<file path="src/rtl/aes_bus_master_if.sv">
// -----------------------------------------------------------------------------
// aes_bus_master_if
//
// Purpose:
//   Byte-serial CS/RW/adress bus between the host-side bus master and the
//   AES128 core-side interface FSM.
//
// Signals:
//   cs        chip select; a beat happens in every cycle with cs=1
//   rw        1 = write beat (master -> core), 0 = read beat (core -> master)
//   adress    1 = key shift register, 0 = message/result shift register
//   data_out  write data from the master; 0 whenever the master is not writing
//   data_in   read data from the core; meaningful in cycles with cs=1, rw=0
//
// Modports:
//   master    drives cs/rw/adress/data_out, receives data_in
//   slave     receives cs/rw/adress/data_out, drives data_in
// -----------------------------------------------------------------------------
interface aes_bus_master_if #(
  parameter int BUS_W = 8
);

  logic             cs;
  logic             rw;
  logic             adress;
  logic [BUS_W-1:0] data_out;
  logic [BUS_W-1:0] data_in;

  modport master (
    output cs,
    output rw,
    output adress,
    output data_out,
    input  data_in
  );

  modport slave (
    input  cs,
    input  rw,
    input  adress,
    input  data_out,
    output data_in
  );

endinterface : aes_bus_master_if

</file>
<file path="src/rtl/aes_bus_master.sv">
// -----------------------------------------------------------------------------
// aes_bus_master
//
// Purpose:
//   Host-side initiator for the AES128 core's byte-serial bus. One accepted
//   start runs a full transaction:
//     - key written as 16 beats, MSB byte first (adress=1)
//     - message written as 16 beats, MSB byte first (adress=0)
//     - one LOAD cycle with cs=0, rw=1 that triggers the core
//     - WAIT_CYCLES idle cycles while the core encrypts
//     - ciphertext read as 16 beats, shifted into result from the LSB end
//     - one DONE cycle with a done pulse
//
// Ports:
//   i_clk        system clock, rising edge
//   i_reset      synchronous, active-high reset
//   i_start      one-cycle request, only honoured in IDLE
//   i_key_reuse  (AES_KEY_REUSE_EN only) skip the key phase, sampled with start
//   i_key_in     AES key, snapshotted when start is accepted
//   i_msg_in     plaintext, snapshotted when start is accepted
//   o_busy       high from the cycle after acceptance through the DONE cycle
//   o_done       one-cycle pulse, result valid from this cycle
//   o_result     ciphertext, updated only during read beats, held otherwise
//   bus          master side of aes_bus_master_if
//
// Configuration:
//   AES_KEY_REUSE_EN  when defined, adds i_key_reuse; a start with
//                     i_key_reuse=1 goes straight to the message phase so
//                     the core keeps its previously loaded key.
//
// Parameters:
//   BUS_W        bus width, fixed at 8 (16 beats per 128-bit block)
//   WAIT_CYCLES  idle cycles between LOAD and the first read beat, >= 1
//
// All bus outputs, busy and done come straight from flops.
// -----------------------------------------------------------------------------
module aes_bus_master #(
  parameter int BUS_W       = 8,
  parameter int WAIT_CYCLES = 12
) (
  input  logic                  i_clk,
  input  logic                  i_reset,
  input  logic                  i_start,
`ifdef AES_KEY_REUSE_EN
  input  logic                  i_key_reuse,
`endif
  input  logic [127:0]          i_key_in,
  input  logic [127:0]          i_msg_in,
  output logic                  o_busy,
  output logic                  o_done,
  output logic [127:0]          o_result,
  aes_bus_master_if.master      bus
);

  // ---------------------------------------------------------------------------
  // state      | meaning
  // -----------+---------------------------------------------------------------
  // S_IDLE     | waiting for start; bus quiet
  // S_WR_KEY   | 16 key write beats, adress=1
  // S_WR_MSG   | 16 message write beats, adress=0
  // S_LOAD     | single cs=0, rw=1 cycle that triggers the core load
  // S_WAIT     | WAIT_CYCLES quiet cycles while the core encrypts
  // S_RD       | 16 read beats, data_in shifted into result
  // S_DONE     | done pulse; back to idle next cycle, start ignored here
  // ---------------------------------------------------------------------------

  localparam int BEATS  = 128 / BUS_W;
  localparam int CNT_W  = $clog2(BEATS);
  localparam int WAIT_W = (WAIT_CYCLES > 1) ? $clog2(WAIT_CYCLES) : 1;

  localparam logic [CNT_W-1:0]  LAST_BEAT = CNT_W'(BEATS - 1);
  localparam logic [WAIT_W-1:0] WAIT_LOAD = WAIT_W'(WAIT_CYCLES - 1);

  typedef enum logic [2:0] {
    S_IDLE,
    S_WR_KEY,
    S_WR_MSG,
    S_LOAD,
    S_WAIT,
    S_RD,
    S_DONE
  } state_t;

  state_t              r_state;
  logic [CNT_W-1:0]    r_beat;
  logic [WAIT_W-1:0]   r_wait;
  logic [127:0]        r_key;
  logic [127:0]        r_msg;
  logic [127:0]        r_result;
  logic                r_cs;
  logic                r_rw;
  logic                r_adress;
  logic [BUS_W-1:0]    r_data_out;
  logic                r_busy;
  logic                r_done;

  logic                w_skip_key;
  logic                w_last_beat;
  logic [CNT_W-1:0]    w_beat_nxt;

`ifdef AES_KEY_REUSE_EN
  assign w_skip_key = i_key_reuse;
`else
  assign w_skip_key = 1'b0;
`endif

  assign w_last_beat = (r_beat == LAST_BEAT);
  assign w_beat_nxt  = r_beat + CNT_W'(1);

  // Beat n of a block is byte n counted from the MSB end.
  function automatic logic [BUS_W-1:0] f_beat(input logic [127:0]     blk,
                                              input logic [CNT_W-1:0] idx);
    f_beat = blk[BUS_W*(BEATS-1-int'(idx)) +: BUS_W];
  endfunction

  // Outputs are registered alongside the state: each branch sets the bus
  // values for the cycle in which the next state is current.
  always_ff @(posedge i_clk) begin
    if (i_reset) begin
      r_state    <= S_IDLE;
      r_beat     <= '0;
      r_wait     <= '0;
      r_key      <= '0;
      r_msg      <= '0;
      r_result   <= '0;
      r_cs       <= 1'b0;
      r_rw       <= 1'b0;
      r_adress   <= 1'b0;
      r_data_out <= '0;
      r_busy     <= 1'b0;
      r_done     <= 1'b0;
    end else begin
      case (r_state)
        S_IDLE: begin
          r_done <= 1'b0;
          if (i_start) begin
            r_key  <= i_key_in;
            r_msg  <= i_msg_in;
            r_beat <= '0;
            r_busy <= 1'b1;
            r_cs   <= 1'b1;
            r_rw   <= 1'b1;
            // The first beat comes from the live inputs since the snapshot
            // is only being written on this edge.
            if (w_skip_key) begin
              r_state    <= S_WR_MSG;
              r_adress   <= 1'b0;
              r_data_out <= f_beat(i_msg_in, '0);
            end else begin
              r_state    <= S_WR_KEY;
              r_adress   <= 1'b1;
              r_data_out <= f_beat(i_key_in, '0);
            end
          end
        end

        S_WR_KEY: begin
          if (w_last_beat) begin
            r_state    <= S_WR_MSG;
            r_beat     <= '0;
            r_adress   <= 1'b0;
            r_data_out <= f_beat(r_msg, '0);
          end else begin
            r_beat     <= w_beat_nxt;
            r_data_out <= f_beat(r_key, w_beat_nxt);
          end
        end

        S_WR_MSG: begin
          if (w_last_beat) begin
            // LOAD keeps rw=1 with cs dropped; that edge is the core's trigger.
            r_state    <= S_LOAD;
            r_beat     <= '0;
            r_cs       <= 1'b0;
            r_rw       <= 1'b1;
            r_adress   <= 1'b0;
            r_data_out <= '0;
          end else begin
            r_beat     <= w_beat_nxt;
            r_data_out <= f_beat(r_msg, w_beat_nxt);
          end
        end

        S_LOAD: begin
          r_state <= S_WAIT;
          r_rw    <= 1'b0;
          r_wait  <= WAIT_LOAD;
        end

        S_WAIT: begin
          if (r_wait == '0) begin
            r_state  <= S_RD;
            r_beat   <= '0;
            r_cs     <= 1'b1;
            r_rw     <= 1'b0;
            r_adress <= 1'b0;
          end else begin
            r_wait <= r_wait - WAIT_W'(1);
          end
        end

        S_RD: begin
          // After 16 shifts the first byte read sits in result[127:120].
          r_result <= {r_result[127-BUS_W:0], bus.data_in};
          if (w_last_beat) begin
            r_state <= S_DONE;
            r_beat  <= '0;
            r_cs    <= 1'b0;
            r_done  <= 1'b1;
          end else begin
            r_beat <= w_beat_nxt;
          end
        end

        S_DONE: begin
          r_state <= S_IDLE;
          r_done  <= 1'b0;
          r_busy  <= 1'b0;
        end

        default: begin
          r_state    <= S_IDLE;
          r_beat     <= '0;
          r_cs       <= 1'b0;
          r_rw       <= 1'b0;
          r_adress   <= 1'b0;
          r_data_out <= '0;
          r_busy     <= 1'b0;
          r_done     <= 1'b0;
        end
      endcase
    end
  end

  assign bus.cs       = r_cs;
  assign bus.rw       = r_rw;
  assign bus.adress   = r_adress;
  assign bus.data_out = r_data_out;

  assign o_busy   = r_busy;
  assign o_done   = r_done;
  assign o_result = r_result;

endmodule : aes_bus_master

</file>
<file path="src/flat_wrapper.sv">
// flat-port wrapper written by rule: the top's interface ports become plain ports
module aes_bus_master_flat 
#(
  parameter int BUS_W       = 8,
  parameter int WAIT_CYCLES = 12
)
  (i_clk, i_reset, i_start, i_key_in, i_msg_in, o_busy, o_done, o_result, bus_cs, bus_rw, bus_adress, bus_data_out, bus_data_in);
  aes_bus_master_if #(.BUS_W(BUS_W)) bus_i ();
  input  logic i_clk;
  input  logic i_reset;
  input  logic i_start;
  input  logic [127:0] i_key_in;
  input  logic [127:0] i_msg_in;
  output logic o_busy;
  output logic o_done;
  output logic [127:0] o_result;
  output wire logic [$bits(bus_i.cs)-1:0] bus_cs;
  output wire logic [$bits(bus_i.rw)-1:0] bus_rw;
  output wire logic [$bits(bus_i.adress)-1:0] bus_adress;
  output wire logic [$bits(bus_i.data_out)-1:0] bus_data_out;
  input wire logic [$bits(bus_i.data_in)-1:0] bus_data_in;
  assign bus_cs = bus_i.cs;
  assign bus_rw = bus_i.rw;
  assign bus_adress = bus_i.adress;
  assign bus_data_out = bus_i.data_out;
  assign bus_i.data_in = bus_data_in;
  aes_bus_master #(.BUS_W(BUS_W), .WAIT_CYCLES(WAIT_CYCLES)) u_core (.i_clk(i_clk), .i_reset(i_reset), .i_start(i_start), .i_key_in(i_key_in), .i_msg_in(i_msg_in), .o_busy(o_busy), .o_done(o_done), .o_result(o_result), .bus(bus_i));
endmodule
</file>
<file path="config.mk">
export PLATFORM = sky130hd
export DESIGN_NAME = aes_bus_master_flat
export DESIGN_NICKNAME = d
export VERILOG_FILES = /design/src/rtl/aes_bus_master_if.sv /design/src/rtl/aes_bus_master.sv /design/src/flat_wrapper.sv
export SDC_FILE = /design/constraint.sdc
export NUM_CORES = 1
export LEC_CHECK = 0
export BUFFER_PORTS_ARGS = -buffer_cell sky130_fd_sc_hd__buf_2
export CORE_ASPECT_RATIO = 1.2
export CORE_MARGIN = 2
export CORE_UTILIZATION = 35
export DETAILED_ROUTE_END_ITERATION = 16
export PLACE_DENSITY = 0.57
export SETUP_SLACK_MARGIN = 0.1
export SYNTH_ARGS = -nofsm -noshare
export SYNTH_HDL_FRONTEND = slang
export SYNTH_SLANG_ARGS = --single-unit
</file>
<file path="constraint.sdc">
create_clock -name i_clk -period 6 [get_ports i_clk]
set_input_delay 0.6 -clock i_clk [delete_from_list [all_inputs] [get_ports i_clk]]
set_output_delay 0.6 -clock i_clk [all_outputs]
set_load 0.02 [all_outputs]
</file>
# ---- Word-level counts from Yosys, hierarchy flattened
# Cells that the tools add are included.
dict set report totals {
  register_bits 408
  in_bits 267
  elab_cells 88
}
dict set report op_classes {
  addsub 3
  n_eq_ne 15
  shift 2
  muxes 26
  n_bitwise 7
  n_reduce_logical 23
}
# operator count
set ops {}
lappend ops {{variable part select 128 x 32 -> 8 bit} 2}
lappend ops {{one-hot mux 8 bit (4 select lines)} 1}
lappend ops {{2-to-1 mux 8 bit} 3}
lappend ops {{one-hot mux 3 bit (6 select lines)} 1}
lappend ops {{2-to-1 mux 4 bit} 4}
lappend ops {{one-hot mux 4 bit (4 select lines)} 1}
lappend ops {{2-to-1 mux 3 bit} 5}
lappend ops {{!= test 2 x 1 -> 1 bit (second input constant)} 6}
lappend ops {{one-hot mux 1 bit (4 select lines)} 3}
lappend ops {{AND reduction 4 bit} 3}
lappend ops {{OR reduction 3 bit} 4}
lappend ops {{AND reduction 2 bit} 5}
lappend ops {{equality test 3 bit (second input constant)} 3}
lappend ops {{one-hot mux 4 bit (2 select lines)} 1}
lappend ops {{OR reduction 4 bit} 2}
lappend ops {{NOT 1 bit} 7}
lappend ops {{equality test 3 x 2 -> 1 bit (second input constant)} 2}
lappend ops {{OR reduction 2 bit} 3}
lappend ops {{2-to-1 mux 1 bit} 5}
lappend ops {{AND reduction 5 bit} 1}
lappend ops {{OR reduction 5 bit} 1}
lappend ops {{subtractor 4 x 4 -> 5 bit (first input constant)} 1}
lappend ops {{adder 4 x 1 -> 4 bit (second input constant)} 1}
lappend ops {{equality test 4 bit (second input constant)} 1}
lappend ops {{other kinds (8)} 10}

# ---- Logic depth before layout (Yosys ltp)
# Gate-level depths: netlist of run 1.
dict set report depth {
  word_depth 5
  depth_mapped 9
  mapped_depth_nobuf 7
}

# ---- Worst setup path after synthesis of run 1
# No wires, ideal clock.
dict set report synth_path {
  kind {register -> register}
  start {register u_core.r_beat[0]}
  end {register u_core.r_data_out[7] (netlist: u_core.bus.data_out[7])}
  setup_ns 0.131
  t_arrival_ns 1.834
  slack_ns 4.035
  stages_incl_launch_ff 9
  n_path_buf 2
  period_less_slack_ns 1.965
  path_cell_list {dfxtp_1 > ha_1 > clkbuf_8 > clkbuf_1 > mux4_1 > mux2_2 > nand3_1 > o211a_1 > a31oi_1}
}
dict set report synth_via {
  elab_chain_len 5
}
# item line
set synth_lines {}
lappend synth_lines {{start: declaration} aes_bus_master.sv:85} ;# logic [CNT_W-1:0] r_beat;
lappend synth_lines {{start signal: assignment} aes_bus_master.sv:164} ;# r_beat <= w_beat_nxt;
lappend synth_lines {{start signal: assignment} aes_bus_master.sv:179} ;# r_beat <= w_beat_nxt;
lappend synth_lines {{start signal: assignment} aes_bus_master.sv:211} ;# r_beat <= w_beat_nxt;
lappend synth_lines {{adder 4 x 1 -> 4 bit} aes_bus_master.sv:108} ;# assign w_beat_nxt = r_beat + CNT_W'(1);
lappend synth_lines {{subtractor 4 x 4 -> 5 bit} aes_bus_master.sv:113} ;# f_beat = blk[BUS_W*(BEATS-1-int'(idx)) +: BUS_W];
lappend synth_lines {{variable part select 128 x 32 -> 8 bit} aes_bus_master.sv:113}
lappend synth_lines {{2-to-1 mux 8 bit, on equally long branches} {aes_bus_master.sv:170, aes_bus_master.sv:158}}
lappend synth_lines {{one-hot mux 8 bit (4 select lines) (*)} aes_bus_master.sv:133} ;# case (r_state)
lappend synth_lines {{end signal: assignment} aes_bus_master.sv:148} ;# r_data_out <= f_beat(i_msg_in, '0);
lappend synth_lines {{end signal: assignment} aes_bus_master.sv:165} ;# r_data_out <= f_beat(r_key, w_beat_nxt);
lappend synth_lines {{end signal: assignment} aes_bus_master.sv:180} ;# r_data_out <= f_beat(r_msg, w_beat_nxt);
lappend synth_lines {{end: declaration} aes_bus_master.sv:93} ;# logic [BUS_W-1:0] r_data_out;
# Mark *: on every way between the ends. The rest lies on a longest branch, timed or not.
# A chain may end at the register's enable or synchronous reset.

# ---- Worst setup path after layout of run 1
dict set report layout_path {
  start {register u_core.r_state[0]}
  end {register u_core.r_msg[82]}
}
dict set report layout_via {
  elab_chain_len 2
}
# item line
set layout_lines {}
lappend layout_lines {{start: declaration} aes_bus_master.sv:84} ;# state_t r_state;
lappend layout_lines {{start signal: assignment} aes_bus_master.sv:120} ;# r_state <= S_IDLE;
lappend layout_lines {{start signal: assignment} aes_bus_master.sv:146} ;# r_state <= S_WR_MSG;
lappend layout_lines {{start signal: assignment} aes_bus_master.sv:150} ;# r_state <= S_WR_KEY;
lappend layout_lines {{zero test 3 bit} aes_bus_master.sv:133}
lappend layout_lines {{AND reduction 2 bit (no line)} -}
lappend layout_lines {{end signal: assignment} aes_bus_master.sv:138} ;# r_msg <= i_msg_in;
lappend layout_lines {{end: declaration} aes_bus_master.sv:88} ;# logic [127:0] r_msg;
# Every way passes these cells.

==> results of run 1 <==
flip-flops by register name, summed over array words and instances (netlist names):
signal               flops
u_core.o_result        128
u_core.r_key           128
u_core.r_msg           128
u_core.bus.data_out      8
u_core.r_beat            4
u_core.r_wait            4
u_core.r_state           3
u_core.bus.adress        1
u_core.bus.cs            1
u_core.bus.rw            1
u_core.o_busy            1
u_core.o_done            1
cell type report:
type                    instances  area share (%)
multi-input cells            1467            38.1
repair buffers                422            10.7
inverters                       5          0.0915
flip-flops and latches        408            39.9
clock buffers                  64            6.43
diodes                         15           0.183
well taps                     623            3.80
clock inverters                17           0.836
logic make-up after synthesis:
group | after synthesis
adders and majority gates | 3
DFF | 408
AOI/OAI and AO/OA | 452
buffers and inverters | 173
and+or+nand+nor | 908
muxes | 98
xor gates and xnor gates | 6
synthesized netlist by cell type, types with 2 or more instances:
library cell | n | share of area (%)
buf_4 | 8 | 0.36
mux2_2 | 9 | 0.60
nand4_1 | 7 | 0.26
nand3_1 | 47 | 1.4
buf_2 | 54 | 1.6
xor2_1 | 2 | 0.10
a222oi_1 | 8 | 0.48
o21ai_0 | 12 | 0.36
inv_1 | 5 | 0.11
mux4_1 | 17 | 2.7
nor2_1 | 15 | 0.34
xnor2_1 | 3 | 0.16
clkbuf_8 | 5 | 0.41
nand2_1 | 812 | 18
nand2b_1 | 2 | 0.074
a22oi_1 | 2 | 0.089
dfxtp_1 | 408 | 49
nor3_1 | 7 | 0.21
ha_1 | 3 | 0.22
o211a_1 | 8 | 0.48
buf_6 | 5 | 0.34
mux2i_1 | 32 | 1.9
or3b_2 | 2 | 0.10
and2_1 | 3 | 0.11
mux2_1 | 7 | 0.47
nor2b_1 | 3 | 0.11
and3_1 | 2 | 0.074
a31oi_1 | 8 | 0.30
a21oi_1 | 403 | 12
buf_1 | 6 | 0.13
a211oi_1 | 3 | 0.13
clkbuf_1 | 88 | 2.0
o221ai_1 | 2 | 0.10
mux4_2 | 32 | 4.3
worst max path at each step:
stage | start | end | slack (ns)
global placement | u_core.r_state[0] | u_core.o_busy | 3.03
CTS | u_core.r_state[0] | u_core.r_msg[82] | 2.92
floorplan | u_core.r_beat[0] | u_core.bus.data_out[7] | 4.03
global route | u_core.r_state[0] | u_core.r_msg[82] | 2.57
detailed placement | u_core.r_state[0] | u_core.o_busy | 2.93
finish | u_core.r_state[0] | u_core.r_msg[82] | 2.93
cells in the final DEF, fill, tap and decap left out, types with 2 or more instances in the layout:
| master | netlist | routed |
|---|---|---|
| diode_2 | 0 | 15 |
| a22oi_1 | 2 | 2 |
| nand2b_1 | 2 | 2 |
| o221ai_1 | 2 | 2 |
| mux2_2 | 9 | 9 |
| nand2_1 | 812 | 810 |
| nor2b_1 | 3 | 3 |
| mux4_1 | 17 | 17 |
| clkbuf_8 | 5 | 10 |
| a222oi_1 | 8 | 8 |
| clkinv_2 | 0 | 10 |
| a31oi_1 | 8 | 8 |
| buf_4 | 8 | 12 |
| bufinv_16 | 0 | 2 |
| o211a_1 | 8 | 8 |
| and2_4 | 0 | 2 |
| dfxtp_1 | 408 | 407 |
| mux4_2 | 32 | 32 |
| nor2_1 | 15 | 15 |
| inv_1 | 5 | 5 |
| a211oi_1 | 3 | 3 |
| clkbuf_16 | 0 | 46 |
| nand4_1 | 7 | 7 |
| xor2_1 | 2 | 2 |
| o21ai_0 | 12 | 12 |
| nand2_4 | 0 | 2 |
| or3b_2 | 2 | 2 |
| nor3_1 | 7 | 7 |
| ha_1 | 3 | 2 |
| buf_2 | 54 | 406 |
| and3_1 | 2 | 2 |
| mux2_1 | 7 | 7 |
| a21oi_1 | 403 | 403 |
| xnor2_1 | 3 | 2 |
| buf_12 | 1 | 3 |
| clkbuf_1 | 88 | 8 |
| nand3_1 | 47 | 47 |
| mux2i_1 | 32 | 32 |
worst register-to-register path, stage by stage, from the launching register on:
cell and delay, ns:
dfxtp_1 0.49, nor3_2 0.72, and2_4 0.84, buf_4 0.64, nand2_1 0.16, a21oi_1 0.15
report_power, final:
group	internal, µW	switching [µW]	leakage, µW
Sequential	2860	102	0.00333
Clock	1620	1170	0.000741
Combinational	332	503	0.00417
Total	4820	1780	0.00824
metrics by stage:
step,power (µW),util (%),setup slack (ns)
5_1_grt,6880,43.4,2.57
2_1_floorplan,3570,-,4.03
3_3_place_gp,3850,40.2,3.03
6_report,6590,43.4,2.93
4_1_cts,6670,43.3,2.92
3_5_place_dp,3860,40.2,2.93
metal layers:
metal / part of all wire (%) / vias to the layer above / routed length [µm] / global-route usage, %
met1: 40 / 7250 / 21600 / 24.9
met4: 3.7 / 14 / 2000 / 9.06
met2: 50 / 457 / 26800 / 35.7
li1: - / 7493 / - / -
met5: 0.16 / - / 87 / 0
met3: 6.7 / 111 / 3640 / 5.38
==> out/metrics.csv, run 1 <==
metric,value,unit
Die W,204,µm
cell area after synthesis,16800,µm²
antenna violation net count after detailed routing,0,
largest family of logic cells by synthesized area,simple AND/OR/NAND/NOR gates,
synth warn,0,
startpoint class of the critical path,register,
# rows,87,
maximum clock rate,0.326,GHz
total wire length,54100,µm
Final setup viols,0,
crit share post-route,51.1,%
R2R Path End,u_core.r_msg[82],
CP max stage delay,0.84,ns
"Setup Fix Bufs, Post-CTS",0,
"Arr. time, crit path",3.58,ns
register area share after synthesis,48.6,%
"CTS clk-pin slew, worst paths",0.06,ns
RSZ-0062 raised after global routing,false,
filler cell count,4874,
"Max stage delay cell, worst path",and2_4,
Placer Congestion,0.839,
Critical R2R Launch,u_core.r_state[0],
max_cap viols,0,
DP Area,19000,µm²
# port buffers,407,
Die Span Y,244,µm
post-synthesis cell count,2048,
CTS tree,yes,
H-tree depth,2,
crit-path leading delay family,simple AND/OR/NAND/NOR gates,
hold path start,i_msg_in[23],
Worst EP required,6.51,ns
status,"complete, no violations",
Area Overhead vs Synth,22.1,%
area of the core,47200,µm²
syn_nets,2318,
CTS Sinks,408,
clk_lat worst skew,0.59,ns
DR pass1 iterations,6,
Layout Skew,0.0242,ns
Avg WL per Cell,17.9,µm
Hold WS,0.244,ns
placed cell count,2925,
FF-to-FF path depth,5,
CTS Hold Bufs,0,
post-synthesis register bit count,408,
Synth Area in Simple Gates,21.3,%
Post-synth EDFFs,0,
Final Cell Area,20500,µm²
final hold vios,0,
DP Wirelength,37700,µm
GRT Total Usage,21.0,%
fin crit period,3.07,ns
Hold Crit Depth,3,
CP Buf/Inv Count,1,
Critical Path Stages,5,
fin cells,3021,
TNS Setup,0,ns
nets@finish,2619,
CP cell instances,nor3_2 > and2_4 > buf_4 > nand2_1 > a21oi_1,
power per cell area,322,nW/µm²
FF-to-FF setup slack,2.93,ns
area fraction in compound gates after synthesis,14.2,%
Peak VDD IR,0.201,mV
initial antenna violation count,22,
Crit Path Class,reg2reg,
1st-iter DRT viols,1092,
leak pwr,0.00824,µW
Via density,5.07,
Netlist cell types,52,
Slew headroom,21.8,%
Synth Area in XOR/XNOR,0.425,%
adder-cell share of the synthesized area,0.223,%
via count,15300,
Max Slew Vio Count,0,
Clock Tree Root,clkbuf_16,
initial core utilization,35.6,%
Multi-input gate area,7810,µm²
Ports,408,
Worst Tran Pin Value,1.17,ns
Max Buffers Root-to-Sink,3,
drc violations,0,
die area,49800,µm²
worst hold path class,in2reg,
multiplexer share of the synthesized area,10.1,%
share of cells above drive strength 1,23.2,%
post-CTS sizing,0,
CP Capture Type,register,
"Top FF cell, synth",dfxtp_1,
total grt overflow,0,
CP max FO,89,
Hold EP,u_core.r_msg[23],
first-pass GRT wire length,82200,µm
Post-synth ARST share,0,%
largest net degree at the start of global routing,178,
Syn Area/Cell,8.20,µm²
vias in the first global route,14600,
CTS Buf Count,45,
Seq. cell area,8170,µm²
No activity file was read; power rests on OpenSTA's default activity.
==> run 2: changes to the inputs <==
--- a/config.mk
+++ b/config.mk
@@ -10,7 +10,7 @@
 export CORE_MARGIN = 2
 export CORE_UTILIZATION = 35
 export DETAILED_ROUTE_END_ITERATION = 16
-export PLACE_DENSITY = 0.57
+export PLACE_DENSITY = 0.59
 export SETUP_SLACK_MARGIN = 0.1
 export SYNTH_ARGS = -nofsm -noshare
 export SYNTH_HDL_FRONTEND = slang
==> constraint.sdc (replaced) <==
create_clock -name i_clk -period 2.8 [get_ports i_clk]
set_input_delay 0.28 -clock i_clk [delete_from_list [all_inputs] [get_ports i_clk]]
set_output_delay 0.28 -clock i_clk [all_outputs]
set_load 0.02 [all_outputs]
==> run 2 against run 1 <==
Routed wire length rose by 9.0%. Design area rose by 14%. Fmax rose by 35%. Critical path type unchanged. Critical endpoint is now u_core.bus.data_out[2]. Highest routed layer unchanged.
==> out/metrics.csv, run 2 (synthesis results as in run 1) <==
metric,value,unit
status,"complete, no violations",
FF-to-FF setup slack,0.53,ns
DR pass1 iterations,7,
area of the core,47200,µm²
R2R Path End,u_core.bus.data_out[2],
maximum clock rate,0.440,GHz
CP Capture Type,register,
Multi-input gate area,7810,µm²
total wire length,59000,µm
Worst EP required,3.26,ns
largest net degree at the start of global routing,108,
switching pwr,3810,µW
DP Wirelength,41100,µm
via count,16700,
Hold Crit Depth,3,
leak pwr,0.00945,µW
Layout Utilization,49.4,%
Seq. cell area,8170,µm²
Ports,408,
Final Cell Area,23300,µm²
worst hold path class,in2reg,
# rows,87,
Slew headroom,26.0,%
die area,49800,µm²
initial antenna violation count,2,
H-tree depth,2,
Max Slew Vio Count,0,
DP Area,19400,µm²
Place WS,0.533,ns
hold path start,i_key_in[51],
CTS Buf Count,43,
1st-iter DRT viols,1147,
startpoint class of the critical path,register,
Clk network pwr share,40.3,%
GRT Total Usage,23.1,%
Max Buffers Root-to-Sink,3,
# port buffers,407,
"Arr. time, crit path",2.73,ns
CTS Sinks,408,
CP max FO,29,
Worst Tran Pin Value,1.10,ns
post-CTS sizing,0,
Internal,10500,µW
Avg WL per Cell,18.0,µm
Critical R2R Launch,u_core.r_beat[0],
TNS Setup,0,ns
drc violations,0,
Via density,5.07,
nets@finish,2898,
max_cap viols,0,
CTS tree,yes,
switching part of the total,26.6,%
Sequential Power Share,44.4,%
total grt overflow,0,
Crit Path Class,reg2reg,
most frequent cells in the layout,"810 x nand2_1, 407 x dfxtp_1, 406 x buf_2",
Peak VDD IR,0.376,mV
Final WS setup,0.526,ns
power per cell area,615,nW/µm²
Clock Tree Root,clkbuf_16,
share of cells above drive strength 1,21.7,%
Die Span Y,244,µm
filler cell count,4415,
Final setup viols,0,
vias in the first global route,16500,
Comb power frac,15.3,%
crit share post-route,81.2,%
antenna violation net count after detailed routing,0,
Placer Congestion,0.902,
Hold EP,u_core.r_key[51],
Layout Skew,0.0266,ns
"commonest non-fill, non-tap cell in the layout",nand2_1,
FF-to-FF path depth,7,
first-pass GRT wire length,90400,µm
"CTS clk-pin slew, worst paths",0.06,ns
initial core utilization,35.6,%
RSZ-0062 raised after global routing,false,
Die W,204,µm
final hold vios,0,
Area Overhead vs Synth,38.8,%
clk_lat worst skew,0.58,ns
fin crit period,2.27,ns
-- run 2: power groups by stage --
| stage | Clock [µW] | Combinational, µW | Sequential [µW] |
|---|---|---|---|
| after global routing | 6120 | 2400 | 6390 |
| final | 5780 | 2200 | 6370 |
| after CTS | 5920 | 2190 | 6360 |
| after global placement | 0 | 1880 | 6490 |
| after detailed placement | 0 | 1910 | 6490 |
| after floorplan | 0 | 1260 | 6400 |
-- run 2: stage by stage --
stage               hold WS [ns]  total power, µW  instances
finish                    0.0302            14300       3285
global route             0.00261            14900       3284
CTS                      0.00249            14500       3283
detailed placement         0.445             8400       2955
global placement           0.438             8380       2955
floorplan                  0.416             7660       2048
-- run 2: cell type report --
class	count	share of cell area, %
clock buffers	61	5.34
well taps	623	3.34
inverters	5	0.0805
diodes	2	0.0215
repair buffers	703	21.9
multi-input cells	1467	33.5
flip-flops and latches	408	35.0
clock inverters	16	0.762
-- run 2: critical path: stages, from the launching register on --
cell     delay, ns
dfxtp_4       0.41
ha_4          0.51
buf_12        0.26
mux4_1        0.35
mux2_2        0.29
nand3_1       0.11
o211a_1       0.16
a31oi_1       0.06
-- run 2: worst max path at each step --
stage,startpoint,endpoint,slack (ns),cells past startpoint
floorplan,u_core.r_beat[0],u_core.bus.data_out[7],0.83,8
global placement,u_core.r_beat[0],u_core.bus.data_out[2],0.55,7
detailed placement,u_core.r_beat[0],u_core.bus.data_out[7],0.53,6
CTS,u_core.r_beat[0],u_core.bus.data_out[7],0.51,6
global route,u_core.r_beat[0],u_core.bus.data_out[4],0.40,5
finish,u_core.r_beat[0],u_core.bus.data_out[2],0.53,7
-- run 2: routing by layer --
metal  track usage, %  share of wire, %
met2             40.7                50
met1             26.1                39
met4             12.9               5.5
met3             4.34               6.4
met5                0             0.020
-- run 2: repair_timing --
action	4_1_cts	5_1_grt
hold endpoints to repair	251	0
setup buffers	0	0
hold buffers	251	0
